`config.mk`:
```
export PLATFORM = sky130hd
export DESIGN_NAME = snd_wr_sched
export DESIGN_NICKNAME = d
export VERILOG_FILES = /design/src/rtl/snd_wr_sched.sv
export SDC_FILE = /design/constraint.sdc
export NUM_CORES = 1
export LEC_CHECK = 0
export CAP_MARGIN = 10
export CORE_ASPECT_RATIO = 1.1
export CORE_MARGIN = 5
export CORE_UTILIZATION = 40
export CTS_CLUSTER_SIZE = 10
export DETAILED_ROUTE_END_ITERATION = 12
export SYNTH_ARGS = -nofsm -noshare
export SYNTH_HDL_FRONTEND = slang
export SYNTH_SLANG_ARGS = --single-unit
export TNS_END_PERCENT = 50
```
`constraint.sdc`:
```
create_clock -name clk -period 3 [get_ports clk]
set_input_delay 0.45 -clock clk [delete_from_list [all_inputs] [get_ports clk]]
set_output_delay 0.45 -clock clk [all_outputs]
set_load 0.02 [all_outputs]
```
`src/rtl/snd_wr_sched.sv`:
```
// Sound-chip write scheduler: buffers ISA writes to OPL2 / SAA1099 #1 / #2 and
// replays them on a shared chip port with a per-target recovery gap after each.
module snd_wr_sched #(
  parameter int DEPTH        = 8,
  parameter int WR_PULSE     = 2,
  parameter int OPL_ADDR_GAP = 48,
  parameter int OPL_DATA_GAP = 280,
  parameter int SAA_GAP      = 4
) (
  input  logic       clk,
  input  logic       reset,
  input  logic       io_wr,
  input  logic [1:0] io_sel,
  input  logic       io_a0,
  input  logic [7:0] io_d,
  output logic       bus_rdy,
  output logic       opl_cs_n,
  output logic       saa1_cs_n,
  output logic       saa2_cs_n,
  output logic       chip_a0,
  output logic [7:0] chip_d,
  output logic       chip_wr_n,
  output logic       busy,
  output logic       overflow
);

  localparam int PW    = (DEPTH > 1) ? $clog2(DEPTH) : 1;
  localparam int CNTW  = $clog2(DEPTH + 1);
  localparam int GMAX1 = (OPL_DATA_GAP > OPL_ADDR_GAP) ? OPL_DATA_GAP : OPL_ADDR_GAP;
  localparam int GMAX2 = (GMAX1 > SAA_GAP) ? GMAX1 : SAA_GAP;
  localparam int TMAX  = (GMAX2 > WR_PULSE) ? GMAX2 : WR_PULSE;
  localparam int TW    = $clog2(TMAX + 1);

  localparam logic [CNTW-1:0] FULL_C     = CNTW'(DEPTH);
  localparam logic [CNTW-1:0] RDY_C      = CNTW'(DEPTH - 1);
  localparam logic [TW-1:0]   PULSE_C    = TW'(WR_PULSE - 1);
  localparam logic [TW-1:0]   ADDR_GAP_C = TW'(OPL_ADDR_GAP);
  localparam logic [TW-1:0]   DATA_GAP_C = TW'(OPL_DATA_GAP);
  localparam logic [TW-1:0]   SAA_GAP_C  = TW'(SAA_GAP);
  localparam logic [TW-1:0]   ONE_C      = TW'(1);

  typedef enum logic [2:0] {IDLE, SETUP, STROBE, HOLD, GAP} state_t;

  // Entry layout: {sel[1:0], a0, d[7:0]}
  logic [10:0]     mem [DEPTH];
  logic [PW-1:0]   wr_ptr_reg, rd_ptr_reg;
  logic [CNTW-1:0] count_reg, count_next;
  state_t          state_reg, state_next;
  logic [TW-1:0]   timer_reg, timer_next;
  logic [1:0]      sel_reg, sel_next;
  logic            a0_reg;
  logic [7:0]      d_reg;
  logic            bus_rdy_reg, overflow_reg, wr_n_reg;
  logic [2:0]      cs_n_reg;
  logic            push_req, push, pop, cs_on_next;
  logic [TW-1:0]   gap_len;

  assign push_req = io_wr && (io_sel != 2'd3);
  // A pop in the same cycle frees a slot, so a full FIFO can still accept.
  assign push       = push_req && ((count_reg != FULL_C) || pop);
  assign count_next = count_reg + {{(CNTW-1){1'b0}}, push} - {{(CNTW-1){1'b0}}, pop};

  always_comb begin
    gap_len = SAA_GAP_C;
    if (sel_reg == 2'd0) begin
      gap_len = a0_reg ? DATA_GAP_C : ADDR_GAP_C;
    end
  end

  always_comb begin
    state_next = state_reg;
    timer_next = timer_reg;
    pop        = 1'b0;
    case (state_reg)
      IDLE: begin
        if (count_reg != '0) begin
          pop        = 1'b1;
          state_next = SETUP;
        end
      end
      SETUP: begin
        state_next = STROBE;
        timer_next = PULSE_C;
      end
      STROBE: begin
        if (timer_reg == '0) begin
          state_next = HOLD;
        end else begin
          timer_next = timer_reg - ONE_C;
        end
      end
      HOLD: begin
        timer_next = gap_len;
        state_next = (gap_len == '0) ? IDLE : GAP;
      end
      GAP: begin
        timer_next = timer_reg - ONE_C;
        if (timer_reg <= ONE_C) begin
          state_next = IDLE;
        end
      end
      default: state_next = IDLE;
    endcase
  end

  // Chip selects are registered from the next state so they are glitch-free
  // and already valid in the SETUP cycle that follows a pop.
  assign cs_on_next = (state_next == SETUP) || (state_next == STROBE) || (state_next == HOLD);
  assign sel_next   = pop ? mem[rd_ptr_reg][10:9] : sel_reg;

  always_ff @(posedge clk) begin
    if (push) begin
      mem[wr_ptr_reg] <= {io_sel, io_a0, io_d};
    end
  end

  always_ff @(posedge clk) begin
    if (reset) begin
      state_reg    <= IDLE;
      timer_reg    <= '0;
      wr_ptr_reg   <= '0;
      rd_ptr_reg   <= '0;
      count_reg    <= '0;
      sel_reg      <= 2'd0;
      a0_reg       <= 1'b0;
      d_reg        <= 8'd0;
      bus_rdy_reg  <= 1'b1;
      overflow_reg <= 1'b0;
      wr_n_reg     <= 1'b1;
    end else begin
      state_reg <= state_next;
      timer_reg <= timer_next;
      count_reg <= count_next;
      if (push) begin
        wr_ptr_reg <= wr_ptr_reg + PW'(1);
      end
      if (pop) begin
        rd_ptr_reg                 <= rd_ptr_reg + PW'(1);
        {sel_reg, a0_reg, d_reg}   <= mem[rd_ptr_reg];
      end
      // One slot of slack covers the ISA-side synchroniser latency.
      bus_rdy_reg <= (count_next < RDY_C);
      if (push_req && !push) begin
        overflow_reg <= 1'b1;
      end
      wr_n_reg <= (state_next != STROBE);
    end
  end

  genvar gi;
  generate
    for (gi = 0; gi < 3; gi++) begin : g_cs
      logic cs_n_q;
      always_ff @(posedge clk) begin
        if (reset) begin
          cs_n_q <= 1'b1;
        end else begin
          cs_n_q <= !(cs_on_next && (sel_next == 2'(gi)));
        end
      end
      assign cs_n_reg[gi] = cs_n_q;
    end
  endgenerate

  assign opl_cs_n  = cs_n_reg[0];
  assign saa1_cs_n = cs_n_reg[1];
  assign saa2_cs_n = cs_n_reg[2];
  assign chip_a0   = a0_reg;
  assign chip_d    = d_reg;
  assign chip_wr_n = wr_n_reg;
  assign bus_rdy   = bus_rdy_reg;
  assign overflow  = overflow_reg;
  assign busy      = (count_reg != '0) || (state_reg != IDLE);

endmodule

```
==> impl_metrics.yaml <==
route:
  wl_um: 9950
  met2WireLength_um: 5090
  vias: 2946
  wl_met3_um: 377
  wl_met1_um: 4400
  via_per_inst: 5.19
  antenna_left: 0
  drt_iter0_drc: 212
  remaining_drc_errors: 0
  dr.pass1.iters: 4
  routed.top_layer: "met4"
  wl_per_cell_um: 17.5
critical_path:
  worstSetupStartpoint: "state_reg[2]"
  crit_family: "adder cells"
  r2r-start: "state_reg[2]"
  ff2ff_setup_slack_ns: 0.24
  cp_slowest_cell: "or3_1"
  cpPeakStageDelay_ns: 0.45
  path_class: "register to register"
  path_cells: "or3_1 -> o211ai_1 -> nand2_1 -> ha_1 -> inv_1 -> ha_1 -> fa_1 -> xnor2_1 -> nor2b_1 -> a21oi_1"
  r2r_cells: 10
  timing.rr.end: "bus_rdy"
  required_ns: 3.33
  arrival_ns: 3.09
  endpoint_kind: "register"
  cp.buffers_inverters: 1
  start_kind: "register"
  cp_max_fo: 10
  cpMostUsedCell: "ha_1"
  crit_end: "bus_rdy"
  path_depth: 10
grt:
  grt_pass1_vias: 3060
  antenna_found_initial: 0
  overflow: 0
  grt_pass1_wl_um: 16200
  grt_usage_pct: 13.9
  grt_max_degree: 36
die:
  die_area_um2: 15500
  die_w_um: 119
  coreArea_um2: 12800
  initial_core_util_pct: 41.1
  io_pins: 30
  fp.dieH_um: 130
  std_cell_rows: 43
power:
  p_leak_uw: 0.00216
  p_seq_share_pct: 37.3
  finalPower_uw: 6310
  swShare_pct: 30.8
  peakVddDrop_uv: 376
  pwr-share-comb_pct: 31.3
  p_switching_uw: 1940
  intPower_uw: 4360
  p_clk_share_pct: 31.4
  p_per_area_nw_per_um2: 992
final_layout:
  areaGrowthSynthToFinish_pct: 21.3
  num_antenna_cells: 0
  fillers: 1058
  largest_reg_flops: 88
  layout.nets: 426
  final_area_um2: 6360
  drive_above_1_share_pct: 18.0
  layoutNonFillerInstCount: 568
synthesis:
  synth_compound_area_share_pct: 6.23
  synth_simple_gate_area_share_pct: 8.76
  ys_types: 50
  ys_async_sr_fraction_pct: 0
  synth_nets: 374
  ys.flop_type: "edfxtp_1"
  synth.yosys.warnings: 0
  synthesis.instances: 348
  synthDominantCellAreaShare_pct: 50.4
  synth_xor_area_share_pct: 1.50
  synth_edf_count: 88
  ys_ff_latch: 130
  yosys.area.top_type: "edfxtp_1"
  synthesis.area_per_instance_um2: 15.1
  synth_area_um2: 5240
  synthAdderAreaFrac_pct: 3.01
  ys_seq_area_share_pct: 66.4
  ys_top_cells_by_count: "edfxtp_1, dfxtp_1, nor2_1, mux4_2, nand2_1"
  synthMuxAreaShare_pct: 11.7
  synth_top_family_by_area: "multiplexers"
  synthMostInstantiatedCell: "edfxtp_1"
  synth_area_leaders: "edfxtp_1, dfxtp_1, mux4_2"
flow_run:
  drv_cap: 0
sta:
  fin_crit_ns: 2.76
  worst_pin_slew_ns: 0.643
  finalSetupTns_ns: 0
  post-route-period-util_pct: 92.0
  slew-limit-headroom_pct: 56.9
  rsz0062_at_grt: "no"
  hold_viol: 0
  fmax_ghz: 0.362
  worst_clock_skew_ns: 0.00636
  finalSetupViolCount: 0
  drv_slew: 0
clock_tree:
  ctsHoldBuffers: 0
  cts_sinks: 130
  numCtsBuffers: 17
  cts_tree: "built"
  clockBufferDepth: 2
  post-cts-setup-buffer-count: 0
  clk_pin_slew_worst_paths_ns: 0.05
  cts_root_buffer: "clkbuf_16"
  ctsResizeCount: 0
  htree_levels: 4
  clkLatencyLatePin_ns: 0.40
worst_hold_path:
  hold_path.class: "register to register"
run_status:
  status: "finished, final reports clean"
place:
  routabilityCongestion: 0.749
  placed_area_um2: 5790
  hpwl_um: 6490
  place_inst: 538
  io_buffers: 29
routing by layer:
metal  global-route usage [%]  vias to the layer above
met1                     17.0                     1454
met4                     4.77                        0
met3                     4.46                        8
li1                         -                     1427
met2                     23.3                       57
met5                        0                        -
placed cells by master, fill, tap and decap left out, types with 3 or more instances in the layout:
cell / instances
clkdlybuf4s50_1: 29
a211oi_1: 11
bufinv_16: 3
nand2_1: 13
inv_1: 9
nand3_1: 4
dfxtp_1: 42
nor2b_1: 5
nor2_1: 38
o21ai_0: 7
a21oi_1: 9
a21o_1: 3
edfxtp_1: 88
mux4_2: 22
xnor2_1: 7
mux2i_1: 12
buf_4: 18
clkbuf_16: 17
or3_1: 4
nor3_1: 9
nand2b_1: 7
ha_1: 11
clkinv_1: 4
worst reg2reg max path, stage by stage, from the launching register on:
cell and delay, ns:
dfxtp_1 0.39, or3_1 0.45, o211ai_1 0.36, nand2_1 0.14, ha_1 0.30, inv_1 0.04, ha_1 0.19, fa_1 0.38
xnor2_1 0.20, nor2b_1 0.07, a21oi_1 0.16
area by class of cell:
cell class	instances	area, µm²	area share (%)
well taps	157	196	3.09
clock buffers	18	429	6.75
flip-flops and latches	130	3480	54.8
clock inverters	12	143	2.24
multi-input cells	194	1640	25.9
inverters	10	37.5	0.590
repair buffers	47	425	6.69
worst min-delay path by stage:
stage | from | endpoint | slack [ns] | cells after the start
after floorplan | rd_ptr_reg[1] | register | 0.45 | 2
after global placement | overflow | overflow | 0.46 | 2
after detailed placement | overflow | overflow | 0.47 | 2
after CTS | rd_ptr_reg[1] | register | 0.49 | 2
after global routing | rd_ptr_reg[1] | register | 0.52 | 2
final | rd_ptr_reg[1] | register | 0.49 | 2
power by group through the flow:
stage / combinational [µW] / clock (µW) / sequential [µW]
global placement: 1950 / 0 / 2380
finish: 1980 / 1980 / 2350
floorplan: 1420 / 0 / 2400
detailed placement: 2000 / 0 / 2390
global route: 2200 / 2110 / 2390
CTS: 2010 / 2020 / 2350
cell families (layout without fill, tap and decap cells):
kind of cell / count (synthesis) / after routing
flops: 130 / 130
simple gates: 92 / 92
compound gates: 47 / 47
mux: 34 / 34
buf+inv: 24 / 87
fa+ha+maj: 12 / 12
xor+xnor: 9 / 9
through the flow:
step | hold slack, ns | worst slack, ns | util [%]
after global routing | 0.517 | 0.0491 | 49.9
final | 0.489 | 0.240 | 49.9
after detailed placement | 0.466 | 0.214 | 45.4
after CTS | 0.493 | 0.216 | 49.9
after global placement | 0.461 | 0.264 | 45.4
after floorplan | 0.454 | 0.207 | -
Note: power is estimated with default switching activity, not from simulation.
